### config.mk
export PLATFORM = sky130hd
export DESIGN_NAME = decoder_rr_arbiter_flat
export DESIGN_NICKNAME = d
export VERILOG_FILES = /design/src/rtl/decoder_rr_arbiter_if.sv /design/src/rtl/decoder_rr_arbiter.sv /design/src/flat_wrapper.sv
export SDC_FILE = /design/constraint.sdc
export NUM_CORES = 1
export LEC_CHECK = 0
export CORE_AREA = 2 2 56 58
export CTS_CLUSTER_SIZE = 30
export DETAILED_ROUTE_END_ITERATION = 10
export DIE_AREA = 0 0 58 60
export GPL_TIMING_DRIVEN = 0
export PLACE_DENSITY = 0.89
export SYNTH_ARGS = -nofsm -noshare
export SYNTH_HDL_FRONTEND = slang
export SYNTH_SLANG_ARGS = --single-unit
### constraint.sdc
create_clock -name clk -period 5.8 [get_ports clk]
set_clock_uncertainty 0.15 [all_clocks]
set_input_delay 0.87 -clock clk [delete_from_list [all_inputs] [get_ports clk]]
set_output_delay 0.87 -clock clk [all_outputs]
set_load 0.01 [all_outputs]
### src/rtl/decoder_rr_arbiter_if.sv
// Request/grant bundle for decoder_rr_arbiter.
// The master side drives requests and done; the slave (arbiter) side drives the grant outputs.
interface decoder_rr_arbiter_if;
  logic [7:0] req;
  logic       done;
  logic [7:0] gnt;
  logic [2:0] gnt_idx;
  logic       gnt_vld;
  logic       timeout;

  modport master (
    output req, done,
    input  gnt, gnt_idx, gnt_vld, timeout
  );

  modport slave (
    input  req, done,
    output gnt, gnt_idx, gnt_vld, timeout
  );
endinterface

### src/rtl/decoder_rr_arbiter.sv
// Eight-way round-robin arbiter with registered one-hot and binary grant outputs.
// Define ARB_TIMEOUT_EN to build the hold counter that forces release after HOLD_MAX cycles.
module decoder_rr_arbiter #(
  parameter int unsigned HOLD_MAX = 15
) (
  input logic                 clk,
  input logic                 rst_n,
  decoder_rr_arbiter_if.slave arb_if
);

  typedef enum logic [0:0] {StIdle, StGrant} state_e;

  state_e     state_q, state_d;
  logic [2:0] ptr_q, ptr_d;
  logic [2:0] idx_q, idx_d;
  logic       vld_q, vld_d;
  logic [7:0] gnt_q, gnt_d;

  logic [2:0] cand;
  logic [2:0] pick;
  logic       pick_vld;
  logic       hold;
  logic       force_rel;

  // First requester at or after ptr_q, wrapping modulo 8.
  always_comb begin
    cand     = '0;
    pick     = '0;
    pick_vld = 1'b0;
    for (int i = 0; i < 8; i++) begin
      cand = ptr_q + 3'(i);
      if (!pick_vld && arb_if.req[cand]) begin
        pick     = cand;
        pick_vld = 1'b1;
      end
    end
  end

  // Owner keeps the grant while it still requests and has not signalled done.
  assign hold = arb_if.req[idx_q] && !arb_if.done;

`ifdef ARB_TIMEOUT_EN
  localparam logic [3:0] HoldLast = 4'(HOLD_MAX - 1);

  logic [3:0] cnt_q, cnt_d;
  logic       to_q;

  // A simultaneous normal release leaves hold low, so it never counts as a timeout.
  assign force_rel = (state_q == StGrant) && hold && (cnt_q == HoldLast);

  // Counter restarts at every new grant and advances while the grant is kept.
  always_comb begin
    cnt_d = '0;
    if (state_q == StGrant && state_d == StGrant) begin
      cnt_d = cnt_q + 4'd1;
    end
  end

  // Hold counter and timeout pulse registers.
  always_ff @(posedge clk) begin
    if (!rst_n) begin
      cnt_q <= '0;
      to_q  <= 1'b0;
    end else begin
      cnt_q <= cnt_d;
      to_q  <= force_rel;
    end
  end

  assign arb_if.timeout = to_q;
`else
  logic unused_hold_max;

  assign unused_hold_max = ^HOLD_MAX;
  assign force_rel       = 1'b0;
  assign arb_if.timeout  = 1'b0;
`endif

  // Next-state logic: grant from idle, release to idle and advance the pointer past the owner.
  always_comb begin
    state_d = state_q;
    ptr_d   = ptr_q;
    idx_d   = idx_q;
    vld_d   = 1'b0;
    unique case (state_q)
      StIdle: begin
        if (pick_vld) begin
          idx_d   = pick;
          vld_d   = 1'b1;
          state_d = StGrant;
        end
      end
      StGrant: begin
        if (!hold || force_rel) begin
          ptr_d   = idx_q + 3'd1;
          state_d = StIdle;
        end else begin
          vld_d = 1'b1;
        end
      end
      default: state_d = StIdle;
    endcase
    gnt_d = vld_d ? (8'b1 << idx_d) : 8'h00;
  end

  // State and registered outputs.
  always_ff @(posedge clk) begin
    if (!rst_n) begin
      state_q <= StIdle;
      ptr_q   <= '0;
      idx_q   <= '0;
      vld_q   <= 1'b0;
      gnt_q   <= '0;
    end else begin
      state_q <= state_d;
      ptr_q   <= ptr_d;
      idx_q   <= idx_d;
      vld_q   <= vld_d;
      gnt_q   <= gnt_d;
    end
  end

  assign arb_if.gnt     = gnt_q;
  assign arb_if.gnt_idx = idx_q;
  assign arb_if.gnt_vld = vld_q;

endmodule

### src/flat_wrapper.sv
// flat-port wrapper written by rule: the top's interface ports become plain ports
module decoder_rr_arbiter_flat 
#(
  parameter int unsigned HOLD_MAX = 15
)
  (clk, rst_n, arb_if_req, arb_if_done, arb_if_gnt, arb_if_gnt_idx, arb_if_gnt_vld, arb_if_timeout);
  decoder_rr_arbiter_if arb_if_i ();
  input logic clk;
  input logic rst_n;
  input wire logic [$bits(arb_if_i.req)-1:0] arb_if_req;
  input wire logic [$bits(arb_if_i.done)-1:0] arb_if_done;
  output wire logic [$bits(arb_if_i.gnt)-1:0] arb_if_gnt;
  output wire logic [$bits(arb_if_i.gnt_idx)-1:0] arb_if_gnt_idx;
  output wire logic [$bits(arb_if_i.gnt_vld)-1:0] arb_if_gnt_vld;
  output wire logic [$bits(arb_if_i.timeout)-1:0] arb_if_timeout;
  assign arb_if_i.req = arb_if_req;
  assign arb_if_i.done = arb_if_done;
  assign arb_if_gnt = arb_if_i.gnt;
  assign arb_if_gnt_idx = arb_if_i.gnt_idx;
  assign arb_if_gnt_vld = arb_if_i.gnt_vld;
  assign arb_if_timeout = arb_if_i.timeout;
  decoder_rr_arbiter #(.HOLD_MAX(HOLD_MAX)) u_core (.clk(clk), .rst_n(rst_n), .arb_if(arb_if_i));
endmodule
=== Word level (Yosys, flattened, before mapping) ===
Cells that the tools add are included.

* Shifts and indexed selects: 1
* Bitwise logic cells: 2
* Magnitude comparators: 9
* Multiplexer cells: 39
* $add $sub $neg: 8
* Reductions and logical operators: 18

{| class="wikitable"
|+ Operator list
! kind !! number
|-
| $lt 3x4->1 const B || 9
|-
| $mux 3 || 10
|-
| $bmux 1 s3 || 9
|-
| $mux 1 || 19
|-
| $add 3x3->3 const B || 4
|-
| $logic_and 1x1->1 || 8
|-
| $logic_not 1->1 || 8
|-
| $shl 1x3->8 const A || 1
|-
| $add 3x1->3 const B || 2
|-
| $add 3x2->3 const B || 2
|-
| $reduce_and 2->1 || 2
|-
| $not 1->1 || 2
|-
| $pmux 1 s2 || 1
|}

* Output and inout port bits: 13
* Logic and storage cells: 81
* Bits in registers: 15

=== Logic depth before layout (Yosys ltp) ===
Gate-level depths: netlist (run 1).

* Depth in word-level cells: 27
* Depth in mapped cells: 12

=== Worst setup path after synthesis (run 1) ===
No wires, ideal clock.

* Path type: reg2reg
* Start: register u_core.ptr_q[1]
* End: register u_core.gnt_q[7] (netlist: u_core.arb_if.gnt[7])
* Buffers on the path: 3
* Data required time: 5533 ps
* Stages on the path, launching flop included: 13
* Slack: 2475 ps
* Arrival time: 3058 ps
* Path through: dfxtp_1 > buf_2 > inv_1 > ha_1 > buf_4 > buf_8 > mux2i_1 > mux4_2 > a32oi_4 > nor4_1 > o22a_1 > o32ai_1 > and4bb_1

* Word-level cells in the longest chain between the ends: 27
* Elaborated cells on any way between the ends: 59

{| class="wikitable"
|+ Ends and longest elaborated chain
! item !! line !! RTL
|-
| start: declaration || decoder_rr_arbiter.sv:14 || <nowiki>logic [2:0] ptr_q, ptr_d;</nowiki>
|-
| start signal: assignment || decoder_rr_arbiter.sv:116 || <nowiki>ptr_q <= ptr_d;</nowiki>
|-
| branches (longest 27 deep; another with $add 3x1->3) || -- ||
|-
| end signal: assignment || decoder_rr_arbiter.sv:119 || <nowiki>gnt_q <= gnt_d;</nowiki>
|-
| end: declaration || decoder_rr_arbiter.sv:17 || <nowiki>logic [7:0] gnt_q, gnt_d;</nowiki>
|}

Several ways; the timed one is not identified. The select of a mux whose other input is x is not followed.
A chain may end at the register's enable or synchronous reset.

=== Final worst setup path (run 1) ===
* Start: register u_core.ptr_q[1]
* End: register u_core.gnt_q[2] (netlist: u_core.arb_if.gnt[2])

The elaborated chain is that of the path after synthesis.

==> results.yml, run 1 <==
status:
  status: "finished clean"
cells_and_area:
  syn2layout_area_growth_pct: 18.1
  drive_above_1_share_pct: 21.0
  antennaDiodeCount: 0
  nets: 196
pwr:
  powerDensity_nw_per_um2: 304
  vdd_drop_max_mv: 0.251
  total_power_w: 0.000573
  power.leakage_nw: 0.665
clock_network:
  cts_tree: "yes"
  htree_num_levels: 1
  root_buffer: "clkbuf_4"
  clkLatencyLatePin_ns: 0.29
  cts.clk_slew.worst_paths_ns: 0.09
  cts-buffers-inserted: 3
  ctsHoldBuffers: 0
  post_cts_buffers: 0
  cts.sinks: 15
  cts-resized-gates: 0
  clock_path_buffers: 2
floorplanning:
  num_rows: 20
  die-height_um: 60
  io-pin-count: 24
  die_w_um: 58
  die-area_um2: 3480
  start_util_pct: 55.0
  core_area_um2: 2900
timing:
  period_share_pct: 66.8
  holdWs_ns: 0.555
  setup_slack_ns: 1.93
  slew-limit-headroom_pct: 59.0
  rsz0062_at_grt: "false"
  finalSetupViolCount: 0
  hold_viol: 0
  tns_ns: 0
  finalCriticalPeriod_ns: 3.87
  final_max_slew_viol_count: 0
  fmax_ghz: 0.258
  tightest_slew_ns: 0.613
worst_hold_path:
  hold_end: "u_core.ptr_q[2]$_SDFFE_PN0P_"
  min_from: "u_core.arb_if.gnt_idx[2]$_SDFF_PN0_"
  hp-class: "reg -> reg"
  worstHoldPathCells: 4
global_route:
  antenna_found_initial: 0
  track_usage_pct: 23.4
  grt_pass1_wl_mm: 6.29
  gr-total-overflow: 0
  grt_max_degree: 11
  grt_pass1_vias: 1317
placement:
  portBuffers: 22
  dpl.hpwl_mm: 3.04
  pre_cts_ws_ns: 1.70
  gp_congestion: 0.889
detailed_routing:
  wirelength_mm: 3.96
  drc: 0
  ant_nets: 0
  drt_iter0_drc: 64
  viasPerCell: 6.58
  wire_per_inst_um: 18.5
  first_pass_iters: 4
  vias: 1409
yosys:
  ys_warn_count: 0
  synthArstFlopShare_pct: 0
  synthMostInstantiatedCell: "dfxtp_1"
  yosys.area.top_type: "dfxtp_1"
  synth_top_area_share_pct: 18.8
  synth_cell_types: 57
  avgSynthCellArea_um2: 10.3
  yosysSeqAreaShare_pct: 18.8
  synth_seq_cells: 15
  synth_edf_count: 0
  syn-instance-count: 155
  netlist_top_cells_area: "dfxtp_1 19%, mux4_2 16%, mux2i_1 8.1%"
  yosys-top-cells-count: "15 x dfxtp_1, 13 x mux2i_1, 11 x mux4_2"
  syn-num-nets: 169
  synthFlopType: "dfxtp_1"
  syn_area_um2: 1600
worst_setup_path:
  regToRegEndpoint: "u_core.arb_if.gnt[2]$_SDFF_PP0_"
  endpoint_kind: "flip-flop"
  worstSetupStartpoint: "u_core.ptr_q[1]$_SDFFE_PN0P_"
  cp_max_fo: 10
  reg2reg_depth: 12
  arrival_ns: 3.91
  crit_type: "reg -> reg"
  r2r_slack_ns: 1.93
  r2r_start: "u_core.ptr_q[1]$_SDFFE_PN0P_"
  cp-start-kind: "flip-flop"
  cp.required_ns: 5.83
flow_run:
  max_cap_viol_count: 0
[worst max-delay path, cell delays in order, from the launching register on]
cell and delay, ns:
dfxtp_1 0.46, buf_2 0.30, inv_1 0.12, ha_1 0.29, buf_4 0.17, buf_8 0.15
mux2i_1 0.13, mux4_2 0.52, a32oi_4 0.31, o41a_2 0.28, nor2_1 0.08, a311oi_4 0.47
nor4b_1 0.33
[per-layer routing]
layer,track usage (%),up-vias,part of all wire [%]
li1,-,668,-
met1,31.0,682,44
met2,41.2,57,50
met3,1.52,2,4.9
met4,6.98,0,0.73
met5,0,-,0
[metrics by stage]
step | cells | utilization, % | area (um^2)
global route | 214 | 65.0 | 1890
detailed placement | 210 | 64.1 | 1860
CTS | 214 | 65.0 | 1890
finish | 214 | 65.0 | 1890
floorplan | 155 | - | 1600
global placement | 210 | 64.1 | 1860
[cell families (layout without fill, tap and decap cells)]
logic type               after synthesis  after routing  synth area share (%)
multiplexers                          33             33                  32.7
flip-flops                            15             15                  18.8
AO/OA/AOI/OAI                         36             36                  21.1
AND/OR/NAND/NOR                       45             45                  16.4
adder cells (fa/ha/maj)                3              3                  2.35
buffers and inverters                 18             44                  6.26
other                                  1              1                 0.235
XOR/XNOR                               4              4                  2.19
[placed cells by master (no fill, tap or decap), types with 4 or more instances in the layout]
cell and count:
clkdlybuf4s50_1 22, dfxtp_1 15, mux2i_1 13, mux4_2 11
inv_1 10, nor2_1 9, nand2_1 6, a21oi_1 6
mux2_2 5, nor4_1 5, nor3_1 4, o21ai_0 4
and2_1 4, nor4b_1 4
[power by group]
group | switching (W) | internal (W)
Clock | 0.0000350 | 0.0000257
Combinational | 0.000204 | 0.000177
Sequential | 0.0000141 | 0.000117
Total | 0.000253 | 0.000320
[layout make-up]
type	instances	area, um^2
multi-input cells	122	1200
fillers	216	1020
flip-flops and latches	15	300
repair buffers	22	220
plain buffers	8	62.6
well taps	33	41.3
inverters	10	37.5
clock buffers	3	22.5
clock inverters	1	5.00
[state kept, by name (all words and copies together) (netlist names)]
register and flops:
u_core.arb_if.gnt 8, u_core.ptr_q 3, u_core.arb_if.gnt_idx 3, u_core.state_q 1
[worst max path at each step]
| stage | to | depth (start not counted) | slack [ns] |
|---|---|---|---|
| after CTS | u_core.arb_if.gnt[2]$_SDFF_PP0_ | 12 | 1.91 |
| after detailed placement | u_core.arb_if.gnt[2]$_SDFF_PP0_ | 8 | 1.70 |
| final | u_core.arb_if.gnt[2]$_SDFF_PP0_ | 12 | 1.93 |
| after global placement | u_core.arb_if.gnt[3]$_SDFF_PP0_ | 8 | 1.85 |
| after floorplan | u_core.arb_if.gnt[7]$_SDFF_PN0_ | 12 | 2.48 |
| after global routing | u_core.arb_if.gnt[2]$_SDFF_PP0_ | 12 | 1.72 |
Power figures use the tool's default switching activity.
==> run 2: changes to the inputs <==
--- a/config.mk
+++ b/config.mk
@@ -5,12 +5,12 @@
 export SDC_FILE = /design/constraint.sdc
 export NUM_CORES = 1
 export LEC_CHECK = 0
-export CORE_AREA = 2 2 56 58
+export CORE_AREA = 2 2 58 60
 export CTS_CLUSTER_SIZE = 30
 export DETAILED_ROUTE_END_ITERATION = 10
-export DIE_AREA = 0 0 58 60
+export DIE_AREA = 0 0 60 62
 export GPL_TIMING_DRIVEN = 0
-export PLACE_DENSITY = 0.89
+export PLACE_DENSITY = 0.84
 export SYNTH_ARGS = -nofsm -noshare
 export SYNTH_HDL_FRONTEND = slang
 export SYNTH_SLANG_ARGS = --single-unit
==> constraint.sdc (replaced) <==
create_clock -name clk -period 3.85 [get_ports clk]
set_clock_uncertainty 0.15 [all_clocks]
set_input_delay 0.5775 -clock clk [delete_from_list [all_inputs] [get_ports clk]]
set_output_delay 0.5775 -clock clk [all_outputs]
set_load 0.01 [all_outputs]
==> run 2 against run 1 <==
Effect of this change:
- combinational power is 60% higher
- register-to-register slack lost 1.8 ns
- clock power rose by 45%
- largest cell class unchanged
- setup slack got worse by 1.8 ns
- sequential share of layout area decreased by 0.37 points
- die area grew 6.9%
- wire length up 2.1%
- design area grew 2.8%
==> results.yml, run 2 (synthesis results as in run 1) <==
timing:
  fmax_ghz: 0.267
  finalCriticalPeriod_ns: 3.74
  period_share_pct: 97.2
  hold_viol: 0
  final_max_slew_viol_count: 0
  tightest_slew_ns: 0.727
  holdWs_ns: 0.552
  slew-limit-headroom_pct: 51.1
  finalSetupViolCount: 0
  tns_ns: 0
  rsz0062_at_grt: "true"
cells_and_area:
  nets: 199
  mostFrequentLayoutCells: "22 x clkdlybuf4s50_1, 14 x dfxtp_1, 13 x mux2i_1"
  syn2layout_area_growth_pct: 21.4
  stdcell_area_um2: 1940
  post-route-util_pct: 61.0
  drive_above_1_share_pct: 23.4
  antennaDiodeCount: 0
  largest_register_ff_count: 8
  layout_commonest_cell: "clkdlybuf4s50_1"
worst_setup_path:
  cp_max_fo: 11
  critical-path-slowest-cell: "mux4_2"
  cp_common_cell: "buf_4"
  crit_chain: "buf_6, inv_1, ha_1, buf_4, buf_8, mux2i_1, mux4_2, a32oi_4, o311ai_0, a2bb2oi_1, a311oi_4, buf_4, nor4b_1"
  crit_type: "reg -> reg"
  cp-start-kind: "flip-flop"
  cp.required_ns: 3.89
  cpPeakStageDelay_ns: 0.53
  arrival_ns: 3.79
  crit_family: "compound AO/OA/AOI/OAI gates"
  endpoint_kind: "flip-flop"
  crit_buf_inv: 5
status:
  status: "finished clean"
global_route:
  gr-total-overflow: 0
  grt_max_degree: 11
  antenna_found_initial: 0
  grt_pass1_vias: 1339
  track_usage_pct: 22.9
  grt_pass1_wl_mm: 6.45
clock_network:
  htree_num_levels: 1
  ctsHoldBuffers: 0
  cts.clk_slew.worst_paths_ns: 0.10
  cts-buffers-inserted: 3
  clock_path_buffers: 2
  cts_tree: "yes"
  root_buffer: "clkbuf_4"
  clkLatencyLatePin_ns: 0.28
  cts.sinks: 15
floorplanning:
  die_w_um: 60
  core_area_um2: 3180
  num_rows: 21
  die-area_um2: 3720
  die-height_um: 62
  start_util_pct: 50.3
  io-pin-count: 24
pwr:
  power.leakage_nw: 0.677
  total_power_w: 0.000895
  powerDensity_nw_per_um2: 462
  vdd_drop_max_mv: 0.358
detailed_routing:
  drt_iter0_drc: 35
  wirelength_mm: 4.05
  viasPerCell: 6.27
  vias: 1442
  first_pass_iters: 4
  wire_per_inst_um: 17.6
  ant_nets: 0
  drc: 0
flow_run:
  max_cap_viol_count: 0
worst_hold_path:
  hp-class: "reg -> reg"
placement:
  dpl.hpwl_mm: 3.02
  gp_congestion: 0.926
  portBuffers: 22
  placed_area_um2: 1880
-- run 2: report_power, final --
group          internal [W]  switching [W]  total [W]
logic              0.000285       0.000325   0.000610
registers          0.000177      0.0000209   0.000198
clock network     0.0000385      0.0000496  0.0000881
-- run 2: final cells by class --
| class | instances | area [um^2] |
|---|---|---|
| clock buffers | 3 | 22.5 |
| fillers | 254 | 1240 |
| plain buffers | 8 | 65.1 |
| repair buffers | 24 | 235 |
| inverters | 10 | 37.5 |
| clock inverters | 1 | 5.00 |
| well taps | 46 | 57.6 |
| multi-input cells | 123 | 1210 |
| flip-flops and latches | 15 | 302 |
-- run 2: per-stage QoR --
step | cells | setup slack, ns
after floorplan | 155 | 0.525
after global placement | 223 | 0.198
after detailed placement | 223 | 0.0723
after CTS | 227 | 0.0492
after global routing | 230 | -0.0257
final | 230 | 0.107
-- run 2: path summary, 6_finish.rpt --
kind                                            start                              end  slack [ns]  cells after the start
hold reg to reg   u_core.arb_if.gnt_idx[2]$_SDFF_PN0_     u_core.ptr_q[2]$_SDFFE_PN0P_        0.55                      4
setup / recovery         u_core.ptr_q[0]$_SDFFE_PN0P_  u_core.arb_if.gnt[4]$_SDFF_PN0_        0.11                     13
hold / removal    u_core.arb_if.gnt_idx[2]$_SDFF_PN0_     u_core.ptr_q[2]$_SDFFE_PN0P_        0.55                      4
setup reg to reg         u_core.ptr_q[0]$_SDFFE_PN0P_  u_core.arb_if.gnt[4]$_SDFF_PN0_        0.11                     13
-- run 2: per-layer routing --
| layer | vias up | share of wire [%] | GRT usage [%] |
|---|---|---|---|
| li1 | 678 | - | - |
| met1 | 697 | 43 | 29.9 |
| met2 | 57 | 50 | 37.3 |
| met3 | 10 | 5.0 | 3.31 |
| met4 | 0 | 2.2 | 11.4 |
| met5 | - | 0 | 0 |
-- run 2: timing repair --
item | in CTS | in global routing
endpoints found under the setup margin | 0 | 8
buffers inserted | 0 | 2
gates resized for setup | 0 | 3
-- run 2: worst register-to-register path, delay by kind of cell (launching register included) --
family | cells | cell delay (ns)
buf+inv | 5 | 0.81
compound gates | 4 | 1.09
mux | 2 | 0.68
flops | 1 | 0.41
fa+ha+maj | 1 | 0.31
simple gates | 1 | 0.21
